<file path="src/rtl/seg7_scan_ctrl_pkg.sv">
// Shared constants for the seven-segment scan controller: digit count,
// blank pattern, active-low hex glyph table and prescaler width helper.
package seg7_pkg;

  localparam int DIGITS = 8;
  localparam logic [6:0] SEG_BLANK = 7'h7F;

  // Segments ordered {g,f,e,d,c,b,a}, active-low, glyphs 0..F
  localparam logic [6:0] HEX_GLYPH [16] = '{
    7'h40, 7'h79, 7'h24, 7'h30, 7'h19, 7'h12, 7'h02, 7'h78,
    7'h00, 7'h10, 7'h08, 7'h03, 7'h46, 7'h21, 7'h06, 7'h0E
  };

  // A divider of 1 still needs a one-bit counter that simply stays at zero
  function automatic int cnt_width(input int n);
    return (n < 2) ? 1 : $clog2(n);
  endfunction

endpackage

</file>
<file path="src/rtl/seg7_scan_ctrl_if.sv">
// Bus between the value writer (master) and the scan controller (slave),
// carrying the load request, display value and the display pin outputs.
interface seg7_scan_ctrl_if;
  import seg7_pkg::*;

  logic                  load;
  logic [4*DIGITS-1:0]   data;
  logic [DIGITS-1:0]     dp;
  logic [DIGITS-1:0]     en_mask;
  logic [2:0]            pos;
  logic [DIGITS-1:0]     an;
  logic [6:0]            seg;
  logic                  dp_n;
  logic                  frame_done;
  logic                  load_ack;

  modport master (
    output load, data, dp, en_mask,
    input  pos, an, seg, dp_n, frame_done, load_ack
  );

  modport slave (
    input  load, data, dp, en_mask,
    output pos, an, seg, dp_n, frame_done, load_ack
  );

endinterface

</file>
<file path="src/rtl/seg7_scan_ctrl_hex_to_seg7.sv">
// Combinational nibble-to-glyph encoder, active-low {g,f,e,d,c,b,a}.
module hex_to_seg7
  import seg7_pkg::*;
(
  input  logic [3:0] nib,
  output logic [6:0] seg
);

  assign seg = HEX_GLYPH[nib];

endmodule

</file>
<file path="src/rtl/seg7_scan_ctrl.sv">
// Time-multiplexed 8-digit seven-segment scan controller; new values are
// staged in a pending pair and only become active when the scan wraps.
module seg7_scan_ctrl
  import seg7_pkg::*;
#(
  parameter int CLK_DIV = 100000
) (
  input  logic             clk,
  input  logic             rst,
  seg7_scan_ctrl_if.slave  bus
);

  localparam int DW = cnt_width(CLK_DIV);
  localparam logic [DW-1:0] DIV_LAST = DW'(CLK_DIV - 1);

  logic [DW-1:0]       div_cnt;
  logic [2:0]          pos;
  logic [4*DIGITS-1:0] act_data;
  logic [4*DIGITS-1:0] pend_data;
  logic [DIGITS-1:0]   act_dp;
  logic [DIGITS-1:0]   pend_dp;
  logic                pend_valid;
  logic                tick;
  logic                wrap;
  logic                digit_en;
  logic [3:0]          nib;
  logic [6:0]          glyph;

  assign tick     = (div_cnt == DIV_LAST);
  assign wrap     = tick && (pos == 3'd7);
  assign digit_en = bus.en_mask[pos];
  assign nib      = act_data[{pos, 2'b00} +: 4];
  assign bus.pos  = pos;

  hex_to_seg7 u_glyph (
    .nib (nib),
    .seg (glyph)
  );

  // A load landing exactly on the wrap bypasses the pending pair entirely
  always_ff @(posedge clk) begin
    if (rst) begin
      div_cnt        <= '0;
      pos            <= '0;
      act_data       <= '0;
      act_dp         <= '0;
      pend_data      <= '0;
      pend_dp        <= '0;
      pend_valid     <= 1'b0;
      bus.an         <= '1;
      bus.seg        <= SEG_BLANK;
      bus.dp_n       <= 1'b1;
      bus.frame_done <= 1'b0;
      bus.load_ack   <= 1'b0;
    end else begin
      div_cnt <= tick ? '0 : div_cnt + DW'(1);
      if (tick) begin
        pos <= pos + 3'd1;
      end

      if (wrap) begin
        if (bus.load) begin
          act_data <= bus.data;
          act_dp   <= bus.dp;
        end else if (pend_valid) begin
          act_data <= pend_data;
          act_dp   <= pend_dp;
        end
        pend_valid   <= 1'b0;
        bus.load_ack <= bus.load | pend_valid;
      end else begin
        bus.load_ack <= 1'b0;
        if (bus.load) begin
          pend_data  <= bus.data;
          pend_dp    <= bus.dp;
          pend_valid <= 1'b1;
        end
      end

      bus.frame_done <= wrap;
      bus.an         <= digit_en ? ~(8'b1 << pos) : '1;
      bus.seg        <= digit_en ? glyph : SEG_BLANK;
      bus.dp_n       <= digit_en ? ~act_dp[pos] : 1'b1;
    end
  end

endmodule

</file>
<file path="src/flat_wrapper.sv">
// flat-port wrapper written by rule: the top's interface ports become plain ports
module seg7_scan_ctrl_flat import seg7_pkg::*;
#(
  parameter int CLK_DIV = 100000
)
  (clk, rst, bus_load, bus_data, bus_dp, bus_en_mask, bus_pos, bus_an, bus_seg, bus_dp_n, bus_frame_done, bus_load_ack);
  seg7_scan_ctrl_if bus_i ();
  input  logic clk;
  input  logic rst;
  input wire logic [$bits(bus_i.load)-1:0] bus_load;
  input wire logic [$bits(bus_i.data)-1:0] bus_data;
  input wire logic [$bits(bus_i.dp)-1:0] bus_dp;
  input wire logic [$bits(bus_i.en_mask)-1:0] bus_en_mask;
  output wire logic [$bits(bus_i.pos)-1:0] bus_pos;
  output wire logic [$bits(bus_i.an)-1:0] bus_an;
  output wire logic [$bits(bus_i.seg)-1:0] bus_seg;
  output wire logic [$bits(bus_i.dp_n)-1:0] bus_dp_n;
  output wire logic [$bits(bus_i.frame_done)-1:0] bus_frame_done;
  output wire logic [$bits(bus_i.load_ack)-1:0] bus_load_ack;
  assign bus_i.load = bus_load;
  assign bus_i.data = bus_data;
  assign bus_i.dp = bus_dp;
  assign bus_i.en_mask = bus_en_mask;
  assign bus_pos = bus_i.pos;
  assign bus_an = bus_i.an;
  assign bus_seg = bus_i.seg;
  assign bus_dp_n = bus_i.dp_n;
  assign bus_frame_done = bus_i.frame_done;
  assign bus_load_ack = bus_i.load_ack;
  seg7_scan_ctrl #(.CLK_DIV(CLK_DIV)) u_core (.clk(clk), .rst(rst), .bus(bus_i));
endmodule
</file>
<file path="config.mk">
export PLATFORM = sky130hd
export DESIGN_NAME = seg7_scan_ctrl_flat
export DESIGN_NICKNAME = d
export VERILOG_FILES = /design/src/rtl/seg7_scan_ctrl_pkg.sv /design/src/rtl/seg7_scan_ctrl_if.sv /design/src/rtl/seg7_scan_ctrl_hex_to_seg7.sv /design/src/rtl/seg7_scan_ctrl.sv /design/src/flat_wrapper.sv
export SDC_FILE = /design/constraint.sdc
export NUM_CORES = 1
export LEC_CHECK = 0
export CAP_MARGIN = 20
export CORE_ASPECT_RATIO = 1.5
export CORE_MARGIN = 3
export CORE_UTILIZATION = 40
export DETAILED_ROUTE_END_ITERATION = 12
export DONT_BUFFER_PORTS = 1
export PLACE_DENSITY = 0.51
export SETUP_SLACK_MARGIN = 0.4
export SLEW_MARGIN = 10
export SYNTH_ARGS = -nofsm -noshare
export SYNTH_HDL_FRONTEND = slang
export SYNTH_SLANG_ARGS = --single-unit
</file>
<file path="constraint.sdc">
create_clock -name clk -period 4.2 [get_ports clk]
set_input_delay 0.63 -clock clk [delete_from_list [all_inputs] [get_ports clk]]
set_output_delay 0.63 -clock clk [all_outputs]
set_load 0.01 [all_outputs]
</file>
[After elaboration in Yosys (flattened, before gate mapping)]
Memories as Yosys holds them, arrays and structs flattened. A register that Yosys moved wholly into a read port is not among the register bits.
Cells that the tools add are included.
Widths: inputs -> output; s select.
Word-level totals
  register bits: 112
  memory bits (read-only): 112
  word-level logic and storage cells: 41
  memories kept: 1
Cells by class
  add/sub/neg operators: 2
  $lt $le $gt $ge: 1
  eq/ne operators: 2
  shift operators: 2
  muxes and demuxes: 8
  bitwise logic cells: 6
  reductions and logical operators: 8
Memory list
  (name not given): depth 16, bits a word 7, rd ports 1, clocked after Yosys merged registers in 1, wr ports 0, line seg7_scan_ctrl_hex_to_seg7.sv:9  | assign seg = HEX_GLYPH[nib];
Operators with widths (number)
  $mux 32: 2
  $shiftx 32x6->4: 1
  $add 17x1->17 const B: 1
  $eq 17x17->1 const B: 1
  $mux 8: 2
  $not 8->8: 1
  $reduce_or 2->1: 4
  $shl 1x3->8 const A: 1
  $bmux 1 s3: 2
  $not 4->5: 1
  $lt 3x4->1 const B: 1
  $reduce_and 2->1: 2
  $add 3x1->3 const B: 1
  $eq 3x3->1 const B: 1
  $not 1->1: 3
  $mux 1: 2
  $reduce_bool 2->1: 1
  $logic_and 1x1->1: 1
  $or 1x1->1: 1

[Depth between registers and ports, before layout]
  depth in word-level cells: 4
  gate-level depth with buffers: 10

[Modules after synthesis]
From an unflattened synthesis, not the netlist that was laid out.
Unflattened totals
  cells, all modules: 592
  area, all modules: 5804.3 µm²
By module, submodules not included
  seg7_scan_ctrl: instances 1, cells an instance 557, area each 5556.6 µm², seq. area each 2382.3 µm²
  hex_to_seg7: instances 1, cells an instance 35, area each 247.7 µm², seq. area each 0.0 µm²

[Worst setup path after synthesis]
No wires, ideal clock.
  path type: register to register
  start: register u_core.pos[0], in the netlist u_core.bus.pos[0]
  end: register u_core.bus.seg[3]
  library setup time: 0.074 ns
  data arrival time: 2.349 ns
  path slack: 1.776 ns
  stages on the path, launching flop included: 10
  cell sequence: dfxtp_1 buf_2 buf_4 mux4_2 mux2_2 inv_1 ha_1 nor3_1 a211oi_1 o21ai_0
Between the ends
  longest elaborated chain between the ends: 4
  elaborated cells between the ends (all ways): 6
  classes of those cells: shift (1); mux (2); bitwise (2); reduce/logical (1)
Ends and longest elaborated chain
  start: declaration: line seg7_scan_ctrl.sv:17  | logic [2:0] pos;
  start signal: assignment: line seg7_scan_ctrl.sv:58  | pos <= pos + 3'd1;
  branches (longest 4 deep; another with $shiftx 32x6->4)
  end: declaration: line seg7_scan_ctrl_if.sv:24  | output pos, an, seg, dp_n, frame_done, load_ack
Several ways; the timed one is not identified. The select of a mux whose other input is x is not followed.
A chain may end at the register's enable or synchronous reset.

[Worst setup path after layout]
  start: register u_core.pos[1], in the netlist u_core.bus.pos[1]
  end: register u_core.act_data[19]
Between the ends
  longest elaborated chain between the ends: 3
Ends and longest elaborated chain
  $eq 3x3->1: line seg7_scan_ctrl.sv:30  | assign wrap = tick && (pos == 3'd7);
  $logic_and 1x1->1: line seg7_scan_ctrl.sv:30
  $reduce_and 2->1 (no source line)
  end signal: assignment: line seg7_scan_ctrl.sv:63  | act_data <= bus.data;
  end signal: assignment: line seg7_scan_ctrl.sv:66  | act_data <= pend_data;
  end: declaration: line seg7_scan_ctrl.sv:18  | logic [4*DIGITS-1:0] act_data;
No other way between the ends.

==> parameters.txt <==
Parameter                              Value

Run status
  Status    complete, no violations

Setup path
  Biggest fanout along the worst timing path    32
  Slowest stage delay, CP    890 ps
  Bufs and invs on worst path    2
  Startpoint of the most critical register-to-register path    u_core.bus.pos[1]
  Ordered cell list for the critical path    ha_1, ha_1, inv_1, nor4b_4, buf_4, nand2_1, a21oi_1
  Data required time at the worst endpoint    4540 ps
  Worst reg2reg path endpoint    u_core.act_data[19]
  Start-to-end type of the worst setup path    reg -> reg
  Setup crit start kind    flip-flop
  Critical path capture point type    flip-flop
  Cell class contributing the biggest share of worst-path delay    flip-flops
  Crit path DAT    3220 ps
  Critical Path Most Common Cell    ha_1
  Count of cells along the worst register-to-register path    7
  Flop-to-flop setup slack    1320 ps
  Highest-delay cell along the critical path    dfxtp_1

Logic synthesis
  Cell count after synthesis    564
  EDFF count, synth    0
  Synthesized area divided by synthesized cell count    9.517 µm²
  Most instantiated flip-flop cell in the synthesis netlist    dfxtp_1
  Post-Syn Nets    627
  Part of the Yosys area used for sequential elements    0.4438
  Synth Register Bits    119
  Mapped Area    0.005368 mm²
  Distinct cells, synth    44
  Number of warnings issued by yosys    0
  Share of synthesized registers carrying an async set or reset    0

Timing
  Worst clock skew on the final layout    6.688 ps
  Final setup viols    0
  Final hold violation count    0
  Fraction of the cycle the final worst path needs    0.6850
  Max Freq    347.6 MHz
  Actual transition at the worst max-transition pin    867.2 ps
  Unrepaired setup endpoints after global routing    false
  Final critical-path required period    2877 ps
  Setup TNS Final    0 ps
  Max_slew headroom    0.4211
  Total count of max-transition violations in the final report    0

Route
  Starting DRT DRC Count    119
  First-pass iteration count of the detailed router    4
  Residual DRC count    0
  Total wire length    11230 µm
  Total via count in the routed design    3730
  Count of nets left with antenna violations after detail routing    0
  Wire per inst    15.56 µm
  Via count normalized by instance count    5.166

Min path
  Kind of path behind the tightest hold check    in -> reg
  End of the worst hold path    u_core.pend_data[27]
  Worst hold path stage count    1
  Min-delay src    rst

GRT
  Maximum number of pins on one net before global-route repair    91
  Vias in the first global route    3646
  Aggregate global-route resource usage    0.1608
  Grt ovf    0
  Global-route wire length before repair    18840 µm
  Antenna violations before repair    0

Power and ir drop
  Leakage power total    0.002238 µW
  Logic pwr share    0.037
  Register share of total power    0.435
  Max IR drop VDD    0.0002063 V
  Clk pwr share    0.527
  Switching share of power    0.2005
  Ratio of total power to cell area    453.3 mW/mm²
  Power dissipated by switching net loads    541.4 µW
  Power Internal    2159 µW

Final layout
  Final standard cell count with taps included and fillers excluded    722
  Share of cells above drive strength 1    0.1652
  Sequential cell area    0.002382 mm²
  Final nets    613
  Layout filler cell count    1262
  Multi-input combinational cell area    0.002723 mm²
  Layout overhead on the synthesized area    10.98%
  ANT cells    0

CTS
  Clock tree from TritonCTS    yes
  Clock sink count    119
  Number of buffers inserted by hold repair at cts    0
  Resize count post-CTS    0
  Setup fix buffers added after clock tree synthesis    0
  CTS H-tree depth    4
  Clock-pin slew reported for the worst setup and hold paths after clock tree synthesis    50 ps
  Clock buffers created by TritonCTS    17
  Clock latency of the later-clocked register in the worst-skew pair    410 ps
  Maximum count of clock buffers along a single path    2
  Clock tree root buffer cell    clkbuf_16

Placement
  Estimated wirelength of the detail-placed design    7532 µm
  Final weighted congestion in routability-driven placement    0.7840
  Port Buffer Count    0
  Placed instance count    690

Floorplan
  Count of boundary I/O pins    72
  Starting density of the core    0.4103
  Vert. Die Dim    147.9 µm
  Placement row count    51
  Area of the die    0.01487 mm²
  Chip Width    100.6 µm
  Core Footprint    0.01308 mm²

Run
  Max-cap violations    0
-- placed cells by master, fill, tap and decap left out, types with 10 or more instances in the layout --
| master | n |
|---|---|
| mux2i_1 | 46 |
| nand2_1 | 105 |
| a21oi_1 | 44 |
| mux4_2 | 10 |
| ha_1 | 12 |
| clkbuf_16 | 17 |
| dfxtp_1 | 119 |
| inv_1 | 10 |
| nor2_1 | 67 |
| mux2_2 | 43 |
-- area by class of cell --
type | count | share of cell area
Timing Repair Buffer | 4 | 0.005041
Clock inverter | 10 | 0.02142
Multi-Input combinational cell | 397 | 0.4570
Clock buffer | 22 | 0.07624
Sequential cell | 119 | 0.3999
Tap cell | 159 | 0.03340
Inverter | 11 | 0.006931
-- logic make-up (layout without fill, tap and decap cells) --
family,Yosys count,in the layout,share of synthesized area
buffers and inverters,48,47,0.05082
AO/OA/AOI/OAI,58,58,0.06084
multiplexers,100,100,0.2205
AND/OR/NAND/NOR,211,211,0.1699
flip-flops,119,119,0.4438
adder cells (fa/ha/maj),12,12,0.02797
XOR/XNOR,16,16,0.02611
-- power by group through the flow --
stage	Combinational [µW]	Sequential, µW	Clock [µW]
2_1_floorplan	113	1200	0
5_1_grt	112	1180	1520
4_1_cts	104	1180	1460
3_3_place_gp	102	1200	0
6_report	101	1180	1420
3_5_place_dp	103	1200	0
-- metrics by stage --
step                      worst slack [ps]  hold slack (ps)  power [µW]    util  instance area (µm²)
final                                 1323            286.7        2700  0.4554                 5957
after global routing                  1052            274.5        2810  0.4554                 5957
after CTS                             1261            279.6        2735  0.4554                 5957
after detailed placement              1287            437.5        1302  0.4109                 5375
after global placement                1355            431.6        1300  0.4109                 5375
after floorplan                       1777            426.1        1308       -                 5368
-- worst max-delay path by stage --
| stage | from | to | slack, ps | cells after the start |
|---|---|---|---|---|
| detailed placement | u_core.bus.pos[1] | u_core.act_data[19] | 1290 | 7 |
| CTS | u_core.bus.pos[1] | u_core.act_data[19] | 1260 | 7 |
| global route | u_core.bus.pos[1] | u_core.act_data[17] | 1050 | 7 |
| floorplan | u_core.bus.pos[0] | u_core.bus.seg[3] | 1780 | 9 |
| finish | u_core.bus.pos[1] | u_core.act_data[19] | 1320 | 7 |
| global placement | u_core.bus.pos[1] | u_core.act_data[19] | 1350 | 7 |
-- layer usage --
| layer | GRT usage | share of wire | up-vias |
|---|---|---|---|
| met1 | 0.1982 | 0.43 | 1746 |
| met3 | 0.04627 | 0.054 | 20 |
| li1 | - | - | 1886 |
| met5 | 0 | 0 | - |
| met4 | 0.07687 | 0.020 | 0 |
| met2 | 0.2553 | 0.50 | 78 |
-- sequential cells by signal, indices dropped and copies added, names as in the netlist, 3 cells and up --
signal and cells:
u_core.bus.an 8, u_core.act_data 32, u_core.bus.pos 3, u_core.pend_dp 8
u_core.act_dp 8, u_core.bus.seg 7, u_core.div_cnt 17, u_core.pend_data 32
-- cells in the mapped netlist (all sizes together) (2+ instances only) --
library cell	instances	area (µm²)
mux4	10	225.2
nor2	67	251.5
or2	2	12.51
nand3	7	35.03
inv	10	37.54
dfxtp	119	2382
nand2	105	394.1
clkbuf	18	67.56
buf	19	163.9
mux2i	47	474.2
o221ai	4	35.03
a21oi	44	220.2
ha	12	150.1
o21ai	2	10.01
mux2	43	484.2
xor2	8	70.07
xnor2	8	70.07
nor3	9	50.05
nor2b	3	18.77
or3	2	12.51
nor4	3	18.77
or4b	2	23.77
nand4	2	12.51
nor4b	3	32.53
a211oi	3	22.52
No activity file was read; power rests on OpenSTA's default activity.
